==> src/rtl/wf_limit_slew.sv <==
// Slews the live waveform window edges toward the target edges by up to STEP pixels per frame,
// and registers per-pixel in_window / on_border flags against the pre-update edges.
module wf_limit_slew #(
  parameter int WIDTH       = 10,
  parameter int STEP        = 2,
  parameter int DEF_START_X = 138,
  parameter int DEF_END_X   = 838,
  parameter int DEF_START_Y = 62,
  parameter int DEF_END_Y   = 482
) (
  input  logic             clk,
  input  logic             rst,
  input  logic             frame_tick,
  input  logic [WIDTH-1:0] tgt_start_x,
  input  logic [WIDTH-1:0] tgt_end_x,
  input  logic [WIDTH-1:0] tgt_start_y,
  input  logic [WIDTH-1:0] tgt_end_y,
  input  logic [WIDTH-1:0] x,
  input  logic [WIDTH-1:0] y,
  output logic [WIDTH-1:0] cur_start_x,
  output logic [WIDTH-1:0] cur_end_x,
  output logic [WIDTH-1:0] cur_start_y,
  output logic [WIDTH-1:0] cur_end_y,
  output logic             in_window,
  output logic             on_border,
  output logic             busy,
  output logic             settled
);

  typedef enum logic {IDLE, SLEW} state_t;

  localparam logic [WIDTH:0]   STEP_W = (WIDTH+1)'(STEP);
  localparam logic [WIDTH-1:0] ONE    = WIDTH'(1);

  state_t state;

  logic             x_ok, y_ok;
  logic [WIDTH-1:0] nxt_start_x, nxt_end_x, nxt_start_y, nxt_end_y;
  logic             at_tgt_now, at_tgt_next;
  logic             win_hit, edge_hit;

  // Move one edge toward its target by at most STEP; the difference is taken one bit wider.
  function automatic logic [WIDTH-1:0] slew_edge(input logic [WIDTH-1:0] cur,
                                                 input logic [WIDTH-1:0] tgt);
    logic [WIDTH:0] diff;
    if (cur < tgt) begin
      diff = {1'b0, tgt} - {1'b0, cur};
      return (diff > STEP_W) ? cur + STEP_W[WIDTH-1:0] : tgt;
    end else if (cur > tgt) begin
      diff = {1'b0, cur} - {1'b0, tgt};
      return (diff > STEP_W) ? cur - STEP_W[WIDTH-1:0] : tgt;
    end
    return cur;
  endfunction

  always_comb begin
    x_ok = tgt_start_x < tgt_end_x;
    y_ok = tgt_start_y < tgt_end_y;

    nxt_start_x = cur_start_x;
    nxt_end_x   = cur_end_x;
    nxt_start_y = cur_start_y;
    nxt_end_y   = cur_end_y;
    if (x_ok) begin
      nxt_start_x = slew_edge(cur_start_x, tgt_start_x);
      nxt_end_x   = slew_edge(cur_end_x,   tgt_end_x);
    end
    if (y_ok) begin
      nxt_start_y = slew_edge(cur_start_y, tgt_start_y);
      nxt_end_y   = slew_edge(cur_end_y,   tgt_end_y);
    end

    // An invalid axis never moves, so it is treated as already at target.
    at_tgt_now  = (!x_ok || (cur_start_x == tgt_start_x && cur_end_x == tgt_end_x)) &&
                  (!y_ok || (cur_start_y == tgt_start_y && cur_end_y == tgt_end_y));
    at_tgt_next = (!x_ok || (nxt_start_x == tgt_start_x && nxt_end_x == tgt_end_x)) &&
                  (!y_ok || (nxt_start_y == tgt_start_y && nxt_end_y == tgt_end_y));

    win_hit  = (x >= cur_start_x) && (x < cur_end_x) &&
               (y >= cur_start_y) && (y < cur_end_y);
    edge_hit = (x == cur_start_x) || (x == cur_end_x - ONE) ||
               (y == cur_start_y) || (y == cur_end_y - ONE);
  end

  assign busy = (state == SLEW);

  always_ff @(posedge clk) begin
    if (!rst) begin
      state       <= IDLE;
      cur_start_x <= WIDTH'(DEF_START_X);
      cur_end_x   <= WIDTH'(DEF_END_X);
      cur_start_y <= WIDTH'(DEF_START_Y);
      cur_end_y   <= WIDTH'(DEF_END_Y);
      settled     <= 1'b0;
      in_window   <= 1'b0;
      on_border   <= 1'b0;
    end else begin
      settled   <= 1'b0;
      in_window <= win_hit;
      on_border <= win_hit && edge_hit;
      case (state)
        IDLE: begin
          if (frame_tick && !at_tgt_now) begin
            cur_start_x <= nxt_start_x;
            cur_end_x   <= nxt_end_x;
            cur_start_y <= nxt_start_y;
            cur_end_y   <= nxt_end_y;
            if (at_tgt_next) settled <= 1'b1;
            else             state   <= SLEW;
          end
        end
        SLEW: begin
          if (frame_tick) begin
            cur_start_x <= nxt_start_x;
            cur_end_x   <= nxt_end_x;
            cur_start_y <= nxt_start_y;
            cur_end_y   <= nxt_end_y;
            if (at_tgt_next) begin
              state   <= IDLE;
              settled <= 1'b1;
            end
          end
        end
        default: state <= IDLE;
      endcase
    end
  end

endmodule

==> config.mk <==
export PLATFORM = sky130hd
export DESIGN_NAME = wf_limit_slew
export DESIGN_NICKNAME = d
export VERILOG_FILES = /design/src/rtl/wf_limit_slew.sv
export SDC_FILE = /design/constraint.sdc
export NUM_CORES = 1
export LEC_CHECK = 0
export BUFFER_PORTS_ARGS = -buffer_cell sky130_fd_sc_hd__buf_4
export CORE_MARGIN = 8
export CORE_UTILIZATION = 45
export CTS_BUF_LIST = sky130_fd_sc_hd__clkbuf_8 sky130_fd_sc_hd__clkbuf_16
export DETAILED_ROUTE_END_ITERATION = 10
export PLACE_DENSITY_LB_ADDON = 0.25
export SETUP_SLACK_MARGIN = 0.2
export SLEW_MARGIN = 20
export SYNTH_ARGS = -nofsm -noshare
export SYNTH_HDL_FRONTEND = slang
export SYNTH_SLANG_ARGS = --single-unit
==> constraint.sdc <==
create_clock -name clk -period 4.56 [get_ports clk]
set_clock_uncertainty 0.2 [all_clocks]
set_input_delay 0.228 -clock clk [delete_from_list [all_inputs] [get_ports clk]]
set_output_delay 0.228 -clock clk [all_outputs]
set_load 0.03 [all_outputs]
-- Word level (Yosys, flattened, before mapping)
Index checks and enable logic that the tools add are counted.
- logic and storage cells: 141
- flip-flop bits (word level): 44
- memories kept: 0
- bits in writable memories: 0
- latch bits: 0
- ROM bits: 0
- output and inout port bits: 44
- $lt $le $gt $ge: 22
- multiply operators: 0
- reductions and logical operators: 22
- bitwise logic cells: 1
- multiplexer cells: 56
- div/mod/pow operators: 0
- equality and inequality tests: 14
- add/sub/neg operators: 18
- shifts and indexed selects: 0
- operator list (cell ; number):
    $mux W10 ; 32
    $eq A10 B10 Y1 ; 12
    $gt A11 B2 Y1 const B ; 8
    $sub A10 B10 Y11 ; 8
    $lt A10 B10 Y1 ; 8
    $pmux W10 S2 ; 4
    $add A10 B2 Y10 const B ; 4
    $gt A10 B10 Y1 ; 4
    $sub A10 B2 Y10 const B ; 4
    $ge A10 B10 Y1 ; 2
    $sub A10 B1 Y10 const B ; 2
    $mux W1 ; 18
    $logic_and A1 B1 Y1 ; 11
    $logic_or A1 B1 Y1 ; 7
    $ne A2 B2 Y1 const B ; 2
    $pmux W1 S2 ; 2
    $logic_not A1 Y1 ; 3
    $reduce_and A2 Y1 ; 1
    $not A1 Y1 ; 1

-- Logic depth before layout (Yosys ltp)
- word-level depth: 14
- mapped depth: 17
- mapped depth without buffers: 16

-- Least setup slack after synthesis
No wires, ideal clock.
- kind: register to register
- start: reg cur_start_y[1]
- end: reg settled
- setup time: 0.060 ns
- period minus slack after synthesis: 4.594 ns
- cell stages (with the launch flop): 15
- path slack: -0.034 ns
- data arrival time: 4.333 ns
- buffers on the path: 0
- cell sequence: dfxtp_1 > inv_1 > fa_1 > a211oi_4 > o211ai_2 > a21oi_1 > and4b_4 > o211a_4 > or3_1 > a22o_1 > a2111o_1 > a311o_1 > a2111o_1 > o21ai_1 > o2111a_1
- word-level cells in the longest chain between the ends: 14
- RTL lines (what ; RTL line ; source):
    start, declared ; 22 ; output logic [WIDTH-1:0] cur_start_y,
    start signal, assigned ; 92 ; cur_start_y <= WIDTH'(DEF_START_Y);
    start signal, assigned ; 106 ; cur_start_y <= nxt_start_y;
    start signal, assigned ; 116 ; cur_start_y <= nxt_start_y;
    $sub A10 B10 Y11 ; 50 ; diff = {1'b0, cur} - {1'b0, tgt};
    $gt A11 B2 Y1 ; 51 ; return (diff > STEP_W) ? cur - STEP_W[WIDTH-1:0] : tgt;
    $mux W10 ; 51 ;
    $mux W10 ; 49 ; end else if (cur > tgt) begin
    $mux W10 ; 46 ; if (cur < tgt) begin
    $mux W10 ; 53 ; return cur;
    $mux W10 ; 68 ; if (y_ok) begin
    $eq A10 B10 Y1 ; 77 ; (!y_ok || (nxt_start_y == tgt_start_y && nxt_end_y == tgt_end_y));
    $logic_and A1 B1 Y1 ; 77 ;
    $logic_or A1 B1 Y1 ; 77 ;
    $logic_and A1 B1 Y1 ; 76 ; at_tgt_next = (!x_ok || (nxt_start_x == tgt_start_x && nxt_end_x == tgt_end_x)) &&
    $mux W1 ; 108, 118 ;
    $mux W1 (on tied branches) ; 113, 103 ;
    $pmux W1 S2 (*) ; 101 ; case (state)
    end signal, assigned ; 98 ; settled <= 1'b0;
    end signal, assigned ; 108 ; if (at_tgt_next) settled <= 1'b1;
    end signal, assigned ; 120 ; settled <= 1'b1;
    end, declared ; 27 ; output logic settled
Every way passes the cells marked *; elsewhere a longest branch is shown, timed or not. The select of a mux whose other input is x is not followed.
A chain may end at the register's enable or synchronous reset.

-- Worst setup path after layout
- start: reg cur_end_x[0]
- end: reg settled
- word-level cells in the longest chain between the ends: 14
- RTL lines (what ; RTL line ; source):
    start, declared ; 21 ; output logic [WIDTH-1:0] cur_end_x,
    start signal, assigned ; 91 ; cur_end_x <= WIDTH'(DEF_END_X);
    start signal, assigned ; 105 ; cur_end_x <= nxt_end_x;
    start signal, assigned ; 115 ; cur_end_x <= nxt_end_x;
    $sub A10 B10 Y11 ; 50 ;
    $gt A11 B2 Y1 ; 51 ;
    $mux W10 ; 51 ;
    $mux W10 ; 49 ;
    $mux W10 ; 46 ;
    $mux W10 ; 53 ;
    $mux W10 ; 64 ; if (x_ok) begin
    $eq A10 B10 Y1 ; 76 ;
    $logic_and A1 B1 Y1 ; 76 ;
    $logic_or A1 B1 Y1 ; 76 ;
    $logic_and A1 B1 Y1 ; 76 ;
    $mux W1 ; 108, 118 ;
    $mux W1 (on tied branches) ; 113, 103 ;
    $pmux W1 S2 (*) ; 101 ;
Marked as above.

==> flow_metrics.env <==
export IMPL_synth_nets=1787
export IMPL_grt_pass1_wl_mm=70.87
export IMPL_routed_wl_mm=45.46
export IMPL_powerDensity_nw_per_um2=250.2
export IMPL_drc=0
export IMPL_placed_cells=2069
export IMPL_numPortBuffers=106
export IMPL_p_leak_nw=5.952
export IMPL_drtIter0Drc=1360
export IMPL_drt_pass1_iter_count=5
export IMPL_rsz0062_at_grt="true"
export IMPL_synth_area_leaders="ha_1, dfxtp_1, a21oi_1"
export IMPL_slew_headroom_pct=53.79
export IMPL_endpoint_kind="flop"
export IMPL_r2r_slack_ps=110
export IMPL_ys_async_sr_fraction_pct=0
export IMPL_ir_drop_mv=0.1677
export IMPL_clk_pin_slew_ps=80
export IMPL_fmax_mhz=224.8
export IMPL_place_congestion=0.9776
export IMPL_syn_avg_cell_area_um2=7.104
export IMPL_slew_viol_final=0
export IMPL_wire_per_inst_um=21.81
export IMPL_status="finished, final reports clean"
export IMPL_netlist_area_um2=11120
export IMPL_path_cells="inv_2 -> ha_4 -> inv_1 -> fa_2 -> a21o_1 -> a221o_1 -> or3b_4 -> a2111oi_4 -> nor4b_4 -> buf_4 -> buf_12 -> nor3_1 -> o32ai_2 -> mux2i_1 -> o211ai_1 -> a2111oi_2 -> buf_4 -> and3_1 -> o2111a_1"
export IMPL_antenna_found_initial=0
export IMPL_setup_ws_ps=111.4
export IMPL_netlist_top_cells_count="ha_1, a21oi_1, inv_1"
export IMPL_hold_path_startpoint="frame_tick"
export IMPL_yosysMostFrequentCell="ha_1"
export IMPL_timing_rr_end="settled"
export IMPL_ctsHoldBuffers=0
export IMPL_track_usage_pct=28.74
export IMPL_syn_to_final_growth_pct=22.06
export IMPL_grt_max_degree=27
export IMPL_synth_warnings=0
export IMPL_insertion_delay_ps=320
export IMPL_detailed_place_hpwl_mm=36.50
export IMPL_die_y_um=173.2
export IMPL_crit_family="compound AO/OA/AOI/OAI gates"
export IMPL_cts_path_max_buffers=2
export IMPL_pre_cts_ws_ps=-73.54
export IMPL_ctsRootBufferMaster="clkbuf_16"
export IMPL_drive_gt1_share_pct=19.09
export IMPL_setup_viol=0
export IMPL_r2r_start="cur_end_x[0]"
export IMPL_dieArea_um2=30010
export IMPL_cts_tree="done"
export IMPL_cp_required_ps=4620
export IMPL_h_tree_depth=2
export IMPL_via_per_inst=6.426
export IMPL_grt_ovfl_total=0
export IMPL_maxCapViolations=0
export IMPL_finalHoldViolations=0
export IMPL_tightest_slew_ps=686.8
export IMPL_placement_rows=57
export IMPL_worst_path_max_fanout=6
export IMPL_cp_common_cell="buf_4"
export IMPL_critPathBufInv=5
export IMPL_synth_cell_type_count=95
export IMPL_grt_pass1_vias=12810
export IMPL_whs_endpoint="busy"
export IMPL_yosys_area_top_type="ha_1"
export IMPL_ios=107
export IMPL_timing_hold_worst_path_depth=3
export IMPL_worstHoldPathType="primary input to flop"
export IMPL_final_util_pct=55.83
export IMPL_syn_inst=1566
export IMPL_ys_flop_type="dfxtp_1"
export IMPL_synth_edf_count=0
export IMPL_worst_r2r_cell_count=19
export IMPL_synth_seq_area_share_pct=7.918
export IMPL_period_minus_slack_ps=4449
export IMPL_numCtsBuffers=5
export IMPL_synth_seq_cells=44
export IMPL_cp_start_kind="flop"
export IMPL_period_share_pct=97.56
export IMPL_ant_nets=0
export IMPL_clock_sinks=44
export IMPL_vias=13390
export IMPL_final_cell_count_no_fill=2084
export IMPL_multi_input_area_um2=9572
export IMPL_core_area_um2=24320
export IMPL_path_class="flop to flop"
export IMPL_crit_arrival_ps=4510
export IMPL_register_area_um2=893.4
export IMPL_n_antenna_cell=0
export IMPL_start_util_pct=45.74
export IMPL_cp_slowest_cell="or3b_4"
export IMPL_cpPeakStageDelay_ps=390
export IMPL_die_x_um=173.2
export IMPL_final_nets=1980
export IMPL_fill_cells=2411
export IMPL_synth_top_area_share_pct=16.87
worst reg2reg max path, cell delays in order, from the launching register on:
cell	delay [ps]
dfxtp_2	330
inv_2	70
ha_4	130
inv_1	50
fa_2	350
a21o_1	180
a221o_1	310
or3b_4	390
a2111oi_4	280
nor4b_4	240
buf_4	190
buf_12	120
nor3_1	60
o32ai_2	290
mux2i_1	230
o211ai_1	120
a2111oi_2	380
buf_4	180
and3_1	140
o2111a_1	160
layout make-up:
type | count | share of cell area, %
clock inverters | 2 | 0.1014
well taps | 324 | 2.986
inverters | 123 | 3.400
multi-input cells | 1314 | 70.49
flip-flops and latches | 44 | 6.579
clock buffers | 6 | 1.023
repair buffers | 271 | 15.42
layout by cell type (no fill, tap or decap), drive strengths merged, types with 37 or more instances in the layout:
master | Yosys | routed
ha | 150 | 150
xor2 | 37 | 37
dfxtp | 44 | 44
nand2 | 102 | 102
nand3 | 54 | 54
nor3 | 58 | 58
nor2 | 102 | 102
o21ai | 95 | 95
a21oi | 120 | 120
buf | 20 | 270
inv | 122 | 123
xnor2 | 65 | 65
stage by stage:
| stage | setup TNS [ps] | hold WS (ps) | power, mW | cell area [um2] |
|---|---|---|---|---|
| finish | 0 | 52.95 | 3.397 | 13580 |
| global route | -105.4 | 55.70 | 3.628 | 13580 |
| CTS | 0 | 48.63 | 3.317 | 13470 |
| detailed placement | -142.5 | 344.9 | 2.860 | 13220 |
| global placement | 0 | 338.4 | 2.852 | 13220 |
| floorplan | 0 | 179.1 | 2.052 | 11150 |
state kept, by name, summed over array words and instances (netlist names):
signal	flops
cur_start_x	10
in_window	1
busy	1
settled	1
cur_end_y	10
on_border	1
cur_start_y	10
cur_end_x	10
worst max path at each step:
stage / end / start / slack [ps] / cells after the start
global placement: settled / tgt_start_y[0] / 10 / 17
floorplan: settled / cur_start_y[3] / 220 / 14
global route: settled / cur_end_x[0] / -70 / 19
detailed placement: settled / cur_end_x[0] / -70 / 18
finish: settled / cur_end_x[0] / 110 / 19
CTS: settled / cur_start_y[0] / 80 / 15
logic make-up after synthesis:
family | after synthesis | share of synthesized area, %
xor gates and xnor gates | 102 | 8.031
adders and majority gates | 158 | 18.31
muxes | 17 | 1.575
and+or+nand+nor | 507 | 23.64
AOI/OAI and AO/OA | 530 | 33.20
buffers and inverters | 208 | 7.322
DFF | 44 | 7.918
report_power, final:
group          internal, mW  total [mW]  switching, mW  leakage, nW
combinational          1.02        2.49           1.47         5.52
sequential            0.424       0.476         0.0522        0.361
clock                 0.220       0.433          0.213       0.0734
repair_timing:
action | CTS | global route
setup endpoints to repair | 2 | 2
endpoints found under the hold margin | 0 | 0
gates resized for setup | 11 | 20
gates cloned | 1 | 0
pin swaps | 2 | 7
buffers inserted | 1 | 5
per-layer routing:
layer | up-vias | GRT usage (%) | part of all wire (%)
met5 | - | 0 | 0
met2 | 720 | 47.62 | 46
met4 | 0 | 10.92 | 4.1
met3 | 125 | 4.443 | 8.3
li1 | 6267 | - | -
met1 | 6280 | 36.97 | 42
(Power assumes the default switching activity.)
